<file path="config.mk">
export PLATFORM = sky130hd
export DESIGN_NAME = code_ascii_uart_tx
export DESIGN_NICKNAME = d
export VERILOG_FILES = /design/src/rtl/console_defs_pkg.sv /design/src/rtl/code_ascii_uart_tx_code_to_ascii.sv /design/src/rtl/code_ascii_uart_tx.sv
export SDC_FILE = /design/constraint.sdc
export NUM_CORES = 1
export LEC_CHECK = 0
export CORE_MARGIN = 2
export CORE_UTILIZATION = 33
export CTS_CLUSTER_SIZE = 40
export DETAILED_ROUTE_END_ITERATION = 8
export SETUP_SLACK_MARGIN = 0.05
export SLEW_MARGIN = 20
export SYNTH_ARGS = -nofsm -noshare
export SYNTH_HDL_FRONTEND = slang
export SYNTH_SLANG_ARGS = --single-unit
</file>
<file path="constraint.sdc">
create_clock -name clk -period 3.13 [get_ports clk]
set_clock_uncertainty 0.15 [all_clocks]
set_input_delay 0.626 -clock clk [delete_from_list [all_inputs] [get_ports clk]]
set_output_delay 0.626 -clock clk [all_outputs]
set_load 0.05 [all_outputs]
</file>
<file path="src/rtl/console_defs_pkg.sv">
`default_nettype none
// +--------------------------------------------------------------------+
// | Module   : console_defs                                            |
// | Brief    : Console link ASCII constants and UART TX FSM encoding   |
// | Revision : 1.0 - initial release                                   |
// +--------------------------------------------------------------------+
package console_defs;

    localparam logic [7:0] ASCII_STAR       = 8'h2A;
    localparam logic [7:0] ASCII_CR         = 8'h0D;
    localparam logic [7:0] ASCII_LF         = 8'h0A;
    localparam logic [7:0] ASCII_DIGIT_BASE = 8'h30;
    localparam logic [7:0] ASCII_ALPHA_BASE = 8'h57;

    typedef enum logic [1:0] {
        ST_IDLE  = 2'd0,
        ST_START = 2'd1,
        ST_DATA  = 2'd2,
        ST_STOP  = 2'd3
    } tx_state_e;

endpackage
`default_nettype wire

</file>
<file path="src/rtl/code_ascii_uart_tx_code_to_ascii.sv">
`default_nettype none
// +--------------------------------------------------------------------+
// | Module   : code_to_ascii                                           |
// | Brief    : Key code (1..18) to ASCII '1'..'9','a'..'i', else '*'   |
// | Revision : 1.0 - initial release                                   |
// +--------------------------------------------------------------------+
module code_to_ascii
    import console_defs::*;
(
    input  logic [7:0] code_i,
    output logic [7:0] ascii_o
);

    always_comb begin
        ascii_o = ASCII_STAR;
        if (code_i >= 8'd1 && code_i <= 8'd9) begin
            ascii_o = ASCII_DIGIT_BASE + code_i;
        end else if (code_i >= 8'd10 && code_i <= 8'd18) begin
            ascii_o = ASCII_ALPHA_BASE + code_i;
        end
    end

endmodule
`default_nettype wire

</file>
<file path="src/rtl/code_ascii_uart_tx.sv">
`default_nettype none
// +--------------------------------------------------------------------+
// | Module   : code_ascii_uart_tx                                      |
// | Brief    : Encodes key codes to ASCII, sends 8N1 UART (opt. CR LF) |
// | Revision : 1.0 - initial release                                   |
// +--------------------------------------------------------------------+
module code_ascii_uart_tx
    import console_defs::*;
#(
    parameter int CLKS_PER_BIT = 434,
    parameter bit EOL_EN       = 1'b0
) (
    input  logic       clk,
    input  logic       reset,
    input  logic [7:0] code_in,
    input  logic       code_valid,
    output logic       code_ready,
    output logic       tx,
    output logic       busy,
    output logic [7:0] ascii_out
);

    localparam int                BAUD_W    = (CLKS_PER_BIT > 1) ? $clog2(CLKS_PER_BIT) : 1;
    localparam logic [BAUD_W-1:0] BAUD_LAST = BAUD_W'(CLKS_PER_BIT - 1);

    tx_state_e         state_q, state_d;
    logic [BAUD_W-1:0] baud_q, baud_d;
    logic [2:0]        bit_idx_q, bit_idx_d;
    logic [7:0]        shreg_q, shreg_d;
    logic [7:0]        ascii_q, ascii_d;
    logic [1:0]        eol_left_q, eol_left_d;
    logic              tx_q, tx_d;
    logic              busy_q, busy_d;
    logic              ready_q, ready_d;

    logic [7:0]        ascii_enc;
    logic              baud_tick;
    logic              accept;

    code_to_ascii u_code_to_ascii (
        .code_i  (code_in),
        .ascii_o (ascii_enc)
    );

    assign baud_tick = (baud_q == BAUD_LAST);
    assign accept    = code_valid && ready_q;

    always_ff @(posedge clk) begin
        if (reset) begin
            state_q    <= ST_IDLE;
            baud_q     <= '0;
            bit_idx_q  <= 3'd0;
            shreg_q    <= 8'h00;
            ascii_q    <= 8'h00;
            eol_left_q <= 2'd0;
            tx_q       <= 1'b1;
            busy_q     <= 1'b0;
            ready_q    <= 1'b1;
        end else begin
            state_q    <= state_d;
            baud_q     <= baud_d;
            bit_idx_q  <= bit_idx_d;
            shreg_q    <= shreg_d;
            ascii_q    <= ascii_d;
            eol_left_q <= eol_left_d;
            tx_q       <= tx_d;
            busy_q     <= busy_d;
            ready_q    <= ready_d;
        end
    end

    // Outputs are computed for the next state so tx/busy/ready come straight from flops.
    always_comb begin
        state_d    = state_q;
        baud_d     = baud_q;
        bit_idx_d  = bit_idx_q;
        shreg_d    = shreg_q;
        ascii_d    = ascii_q;
        eol_left_d = eol_left_q;
        tx_d       = tx_q;
        busy_d     = busy_q;
        ready_d    = ready_q;

        case (state_q)
            ST_IDLE: begin
                baud_d = '0;
                if (accept) begin
                    state_d    = ST_START;
                    shreg_d    = ascii_enc;
                    ascii_d    = ascii_enc;
                    eol_left_d = EOL_EN ? 2'd2 : 2'd0;
                    tx_d       = 1'b0;
                    busy_d     = 1'b1;
                    ready_d    = 1'b0;
                end
            end
            ST_START: begin
                if (baud_tick) begin
                    baud_d  = '0;
                    state_d = ST_DATA;
                    tx_d    = shreg_q[0];
                end else begin
                    baud_d = baud_q + 1'b1;
                end
            end
            ST_DATA: begin
                if (baud_tick) begin
                    baud_d    = '0;
                    bit_idx_d = bit_idx_q + 3'd1;
                    if (bit_idx_q == 3'd7) begin
                        state_d = ST_STOP;
                        tx_d    = 1'b1;
                    end else begin
                        shreg_d = {1'b0, shreg_q[7:1]};
                        tx_d    = shreg_q[1];
                    end
                end else begin
                    baud_d = baud_q + 1'b1;
                end
            end
            ST_STOP: begin
                if (baud_tick) begin
                    baud_d = '0;
                    if (eol_left_q != 2'd0) begin
                        // Line ending follows immediately with no idle gap.
                        shreg_d    = (eol_left_q == 2'd2) ? ASCII_CR : ASCII_LF;
                        ascii_d    = (eol_left_q == 2'd2) ? ASCII_CR : ASCII_LF;
                        eol_left_d = eol_left_q - 2'd1;
                        state_d    = ST_START;
                        tx_d       = 1'b0;
                    end else begin
                        state_d = ST_IDLE;
                        tx_d    = 1'b1;
                        busy_d  = 1'b0;
                        ready_d = 1'b1;
                    end
                end else begin
                    baud_d = baud_q + 1'b1;
                end
            end
            default: begin
                state_d = ST_IDLE;
                tx_d    = 1'b1;
                busy_d  = 1'b0;
                ready_d = 1'b1;
            end
        endcase
    end

    assign code_ready = ready_q;
    assign tx         = tx_q;
    assign busy       = busy_q;
    assign ascii_out  = ascii_q;

endmodule
`default_nettype wire

</file>
==> run summary, run 1 <==
The path with the worst hold slack has its endpoint at eol_left_q[0]. The tools report the worst max-slew margin expressed relative to the limit as 66.13%. After synthesis the netlist holds a flip-flop and latch count of 35. Dividing the detail-routed via count by the number of cells gives 5.445. Once the floorplan was initialized, standard cells occupied 34.29% of the core. Routability-driven placement finished with a final weighted congestion of 0.8514. From synthesis to final layout, the design area changed by 26.23%.

The slowest stage of the critical path is the clkdlybuf4s50_1 cell. The run finished with clean final reports. Counting flops with an async set or reset pin after synthesis yields a share of 0%.

Setup violations remaining at the end of the flow were counted as 0. Summing every instance area after synthesis gives 0.002190 sq mm. Dividing total power by cell area gives a power density of 694.6 mW/mm^2. The required time at the endpoint of the critical path is 3200 ps. The count of cells along the worst register-to-register path is 6. For the net count after synthesis, the log shows 283. The most used flip-flop cell after synthesis is dfxtp_1.

The number of global-route vias before repair is 1,926, and the count of H-tree levels built during CTS is 2. Before CTS, the worst setup slack after placement is -136.5 ps. In this run the remaining antenna-violating nets after routing total 0. For the total grt overflow, the log shows 0.

The buffers inserted during post-CTS setup optimization is 0. In this run the worst path has a maximum fanout of 5. Final count of pins violating max slew: 0. The reported leakage power is 0.001068 uW, and the number of buffers created by CTS is 5.

The final hold violation count is 0. In this run the critical register-to-register path is launched from state_q[0]. The delay of the slowest cell on the worst path is 500 ps, and the hold-critical path depth is 2. The first detailed-routing pass ran for 4 iterations. The count of max-cap constraint violations is 0, and the worst path buffer plus inverter count is 3. The pin count of the biggest net entering global routing is 16. The die is 85.46 microns wide.

The number of library cell types mapped by synthesis is 61. The global router's overall resource usage was 15.71%; the number of input and output port buffers inserted was 21. The floorplan step set the die height to 85.46 microns. The logs give 32.00% for the proportion of synthesized chip area in sequential cells and 0.007303 sq mm for the overall die area. The run gives 0.002645 sq mm as the instance area after placement.

In this run the critical register-to-register path is captured at shreg_q[6]. The tools report the setup TNS as 0 ps. After clock tree synthesis, the clock-pin slew on the worst setup and hold paths is 70 ps.

Setup repair after global routing left no endpoint under its margin. The worst setup path is captured at a register. TritonCTS built the clock tree. The tools report the clock latency on the worst-skew pair as 290 ps.

The final wirelength is 5360 microns. In this run the most critical hold path is launched from eol_left_q[0]. IR analysis of the VDD net gives a maximum drop of 431.5 uV. For flop-to-flop paths, the worst setup slack is 690 ps. The maximum clock path buffer count was 2. STA classifies the critical path startpoint as a primary input. The tools report the clock root buffer as clkbuf_8. Across all layers, the routed design uses 2,042 vias.

Counting every instance in the synthesized netlist gives 254. The tools report the warning count from the yosys run as 0. Mean routed wirelength per cell: 14.29 microns. The signal on the critical path passes through clkdlybuf4s50_1 > inv_1 > ha_1 > or3b_2 > a21o_1 > a2111oi_4 > buf_4 > nand3_1 > a31oi_1. The run gives 0 as the total inserted antenna cells. In the routed design, unresolved DRC markers number 0.

The first-iteration detailed-routing DRC count is 110, and the post-route minimum period is 2838 ps. The fraction of final layout cells with drive strength greater than 1 was 16.44%. Counting every sink on the clock net gives 35. Startpoint-to-endpoint class of the critical path: primary input to register. After floorplanning, the core was sized to cover 0.006386 sq mm. In the final design database the tool counted 326 nets. The wire length of the first global-routing pass was 9204 microns. At the pin with the least slew margin, the transition time is 506.5 ps. A synthesized cell averages 8.620 sq um. For the final non-filler cell area, the log shows 0.002764 sq mm. The row count was 29; the slack of the critical path was 291.6 ps. The initial antenna violation count was 0.

The post-detailed-placement half-perimeter wirelength is 4081 microns, and the overall power of the completed layout is 1920 uW. Counting flops with a built-in enable in the synthesized netlist gives 0. The tightest min-delay check is of the register to register type. At the worst endpoint, the arrival time is 2910 ps. Pin placement for this block handled 22 I/O pins. Dividing the final minimum period by the clock period gives 90.68%.

Based on the critical path, the design can be clocked at up to 0.3523 GHz. Kind of cell with the highest combined delay on the critical path: buffers and inverters.
[worst min-delay path, cell delays in order, from the launching register on]
cell and delay, ps:
dfxtp_1 310, nand2_1 50, a21oi_1 50
[how the worst max path moves through the flow]
stage              endpoint  slack, ps  cells past startpoint        from
2_1_floorplan  ascii_out[0]        490                      7  code_in[0]
3_3_place_gp     shreg_q[3]        -60                      7  code_in[0]
3_5_place_dp     shreg_q[5]       -140                      9  code_in[5]
4_1_cts          shreg_q[5]        190                      9  code_in[5]
5_1_grt          shreg_q[2]        150                      9  code_in[0]
6_report         shreg_q[2]        290                      9  code_in[0]
[flip-flops by register name, indices dropped and copies added (netlist names)]
signal      flops
state_q         2
tx              1
busy            1
bit_idx_q       3
baud_q          9
code_ready      1
eol_left_q      2
ascii_out       8
shreg_q         8
[placed cells by master, fill, tap and decap left out, drive strengths merged, types with 3 or more instances in the layout]
cell / instances
dfxtp: 35
buf: 25
nand2: 21
clkdlybuf4s50: 21
nor2: 18
ha: 18
inv: 14
o21ai: 12
nand3: 12
a21oi: 11
xor2: 9
a31oi: 5
and3: 5
nor3: 5
clkbuf: 5
nand2b: 4
and2: 4
nand4: 4
mux2i: 4
xnor2: 4
a21o: 3
nor4: 3
o32ai: 3
o22ai: 3
[through the flow]
stage	hold WS (ps)	util (%)	cells
global route	327.8	43.28	375
finish	306.7	43.28	375
detailed placement	299.7	41.42	367
floorplan	281.9	-	254
CTS	310.5	43.18	375
global placement	288.1	41.42	367
[kinds of logic (layout without fill, tap and decap cells)]
| logic type | count (synthesis) | in the layout | share of synthesized area, % |
|---|---|---|---|
| xor+xnor | 13 | 13 | 5.200 |
| flops | 35 | 35 | 32.00 |
| fa+ha+maj | 18 | 18 | 10.29 |
| compound gates | 71 | 71 | 25.32 |
| mux | 4 | 4 | 1.829 |
| buf+inv | 24 | 68 | 4.171 |
| simple gates | 89 | 89 | 21.20 |
[repair_timing]
item / 4_1_cts / 5_1_grt
hold buffers: 0 / 0
endpoints found under the setup margin: 0 / 7
resized for setup: 0 / 1
hold endpoints to repair: 0 / 0
[cell type report]
class | count | area [sq um]
clock inverter | 3 | 43.79
inverter | 14 | 52.55
multi-input combinational | 195 | 1404
fill | 626 | 3622
clock buffer | 5 | 68.82
tap | 77 | 96.34
sequential | 35 | 700.7
timing repair buffer | 46 | 397.9
[power breakdown]
group | internal [uW] | switching [uW] | total [uW]
Combinational | 350 | 562 | 912
Sequential | 536 | 61.4 | 597
Clock | 237 | 174 | 411
Total | 1120 | 797 | 1920
[synth_stat cells, types with 4 or more instances]
cell | count | area (sq um)
ha_1 | 18 | 225.2
nand4_1 | 4 | 25.02
inv_1 | 14 | 52.55
nand3_1 | 12 | 60.06
nor3_1 | 5 | 25.02
nor2_1 | 18 | 67.56
and3_1 | 5 | 31.28
clkbuf_1 | 8 | 30.03
nand2b_1 | 4 | 25.02
dfxtp_1 | 35 | 700.7
xnor2_1 | 4 | 35.03
mux2i_1 | 4 | 40.04
a31oi_1 | 5 | 31.28
and2_1 | 4 | 25.02
nand2_1 | 21 | 78.83
o21ai_0 | 12 | 60.06
a21oi_1 | 11 | 55.05
xor2_1 | 9 | 78.83
[per-layer routing]
metal / GRT usage, % / share of wire [%]
met4: 5.916 / 1.6
met1: 22.00 / 49
met2: 23.58 / 44
met3: 3.405 / 5.0
met5: 0 / 0
No activity file was read; power rests on OpenSTA's default activity.
==> inputs of run 2 (changes only) <==
- clock period: 3.13 -> 3 ns (I/O delays scaled with it)
==> run summary, run 2 (synthesis results as in run 1) <==
The flow ran to the end, and the final reports show no timing, DRC or antenna violations. Initial antenna violation count: 0 (unchanged). Number of clock sinks: 35 (unchanged).

The logs give 0 (unchanged) for the total inserted antenna cells and 338 (+3.7%) for the number of nets in the finished design. The final count of pins violating max slew is 0 (unchanged), and the number of iterations in the first detailed-routing pass is 4 (unchanged). The tools report the clock root buffer as clkbuf_8.

The via count is 2,075 (+1.6%), and the required time at the endpoint of the critical path is 3090 ps (-110 ps). The fraction of final layout cells with drive strength greater than 1 works out to 19.68% (+3.2 points). The tools report the endpoint kind of the worst setup timing path as a register. Mean routed wirelength per cell: 14.28 microns (about the same).

For the row count, the log shows 29 (unchanged). For the maximum clock path buffer count, the log shows 2 (unchanged). Setup repair after global routing left no endpoint under its margin. For the overall power of the completed layout, the log shows 2041 uW (+6.3%). The worst path uses 94.35% of the clock period. The tools report the count of H-tree levels built during CTS as 2 (unchanged).

For the worst IR drop on VDD, the log shows 542.9 uV (+26%). The clock input transition at the sequential cells of the worst setup and hold paths works out to 80 ps (about the same). The data arrival time of the critical path came out at 2920 ps (about the same).

For the fill cell instance count of the final layout, the log shows 630 (+0.64%). The tools report the register area as 700.7 sq um (unchanged). The area overhead of the layout relative to synthesis was 30.63%. The flip-flop count of the largest register, all copies and words added is 9 (unchanged), and the pin slew with the least headroom to its limit is 508.9 ps (+2.412 ps). The number of input and output port buffers inserted is 21 (unchanged). The tools report the final hold violation count as 0 (unchanged).

The final non-filler cell area is 0.002860 sq mm (+3.5%). Leaving out fill and tap cells, the most frequent cells in the layout are buf_4, dfxtp_1, nand2_1, clkdlybuf4s50_1. The overall die area is 0.007303 sq mm (unchanged).

The tightest min-delay check is of the register to register type. The tools report the number of global-route vias before repair as 1,995 (+3.6%). The register bank with the most flops is baud_q.

The total power per unit cell area is 713.5 mW/mm^2 (+2.7%), and the core footprint is 0.006386 sq mm (unchanged). First-iteration detailed-routing DRC count: 80 (-27%). The I/O pin count is 22 (unchanged), and the count of cells along the worst register-to-register path is 6 (unchanged). The run gives 0 (unchanged) as the number of failing setup endpoints in the final timing report. The hold-critical path depth works out to 2 (unchanged).

The vertical die dimension is 85.46 microns (unchanged). The total grt overflow is 0 (unchanged), and the global router's overall resource usage is 15.77% (+0.057 points). For the clock latency on the worst-skew pair, the log shows 290 ps (about the same). Counting I/O delays and the setup requirement, the final critical path takes 2830 ps. The count of max-cap constraint violations is 0 (unchanged).

The logs give 16 (unchanged) for the pin count of the biggest net entering global routing and 0.001405 sq mm (about the same) for the combined area of the multi-input logic cells. The number of buffers created by CTS was 5 (unchanged). The maximum net fanout on the critical path was 4 (-1).

The tools report the post-detailed-placement half-perimeter wirelength as 4168 microns (+2.1%). The horizontal extent of the die works out to 85.46 microns (unchanged). The instance area after placement is 0.002728 sq mm (+3.1%), and the final weighted congestion in routability-driven placement is 0.8704 (+2.2%). The library cell used most frequently in the layout, excluding fill and tap cells, is buf_4.

The tools report the startpoint type of the worst setup path as a primary input. Based on the critical path, the design can be clocked at up to 0.3533 GHz. The final wirelength was 5526 microns (+3.1%). The run gives 65.97% (-0.16 points) as the worst max-slew margin expressed relative to the limit.

The logs give 9328 microns (+1.3%) for the wire length of the first global-routing pass and 34.29% (unchanged) for the effective utilization at floorplan. TritonCTS built the clock tree. The post-route antenna net violation count is 0 (unchanged), and the via count normalized by instance count is 5.362 (-1.5%). The remaining design rule violation count was 0 (unchanged); the reported leakage power was 0.001131 uW (+5.9%).

The critical path is of the primary input to register type. The run gives 0 (unchanged) as the quantity of hold-fixing buffers added after cts.
## run 2: worst paths after layout
path | to | start | slack, ps
worst max-delay path | ascii_out[1] | code_in[5] | 170
worst min-delay path | eol_left_q[0] | eol_left_q[0] | 300
worst min register to register | eol_left_q[0] | eol_left_q[0] | 300
worst max register to register | shreg_q[6] | state_q[0] | 560
## run 2: layout make-up
class,instances,share of cell area (%)
Inverter,14,1.837
Sequential cell,35,24.50
Timing Repair Buffer,58,17.06
Tap cell,77,3.368
Multi-Input combinational cell,195,49.13
Clock inverter,2,1.225
Clock buffer,6,2.887
## run 2: layer usage
metal | vias up | part of all wire (%) | global-route usage (%)
li1 | 1048 | - | -
met1 | 974 | 50 | 21.64
met2 | 48 | 45 | 24.86
met3 | 5 | 4.6 | 3.307
met4 | 0 | 0.89 | 4.762
met5 | - | 0 | 0
## run 2: worst max-delay path, cell delays in order
cell and delay [ps]:
clkdlybuf4s50_1 450, inv_1 90, ha_1 190, nor4b_1 280, buf_4 180, buf_4 100, a21o_1 160, buf_4 130
nand2_1 110, a311oi_1 390, o221a_2 240
## run 2: where the power goes
group          switching, uW  internal, uW  leakage (uW)
logic                    593           385      0.000784
clock network            173           269     0.0000612
registers               62.2           559      0.000286
## run 2: what timing repair did
| item | in CTS | in global routing |
|---|---|---|
| endpoints found under the setup margin | 0 | 3 |
| hold endpoints to repair | 0 | 0 |
| gates resized for setup | 0 | 2 |
| buffers inserted | 0 | 1 |
## run 2: metrics by stage
| step | hold WS [ps] | util [%] | cells | TNS [ps] | worst slack (ps) |
|---|---|---|---|---|---|
| after floorplan | 281.9 | - | 254 | 0 | 388.2 |
| after global placement | 292.1 | 42.71 | 378 | -425.9 | -75.40 |
| final | 302.4 | 44.79 | 387 | 0 | 169.6 |
| after CTS | 303.0 | 44.55 | 386 | 0 | 201.3 |
| after detailed placement | 293.2 | 42.71 | 378 | -449.6 | -93.28 |
| after global routing | 330.3 | 44.79 | 387 | 0 | 55.45 |
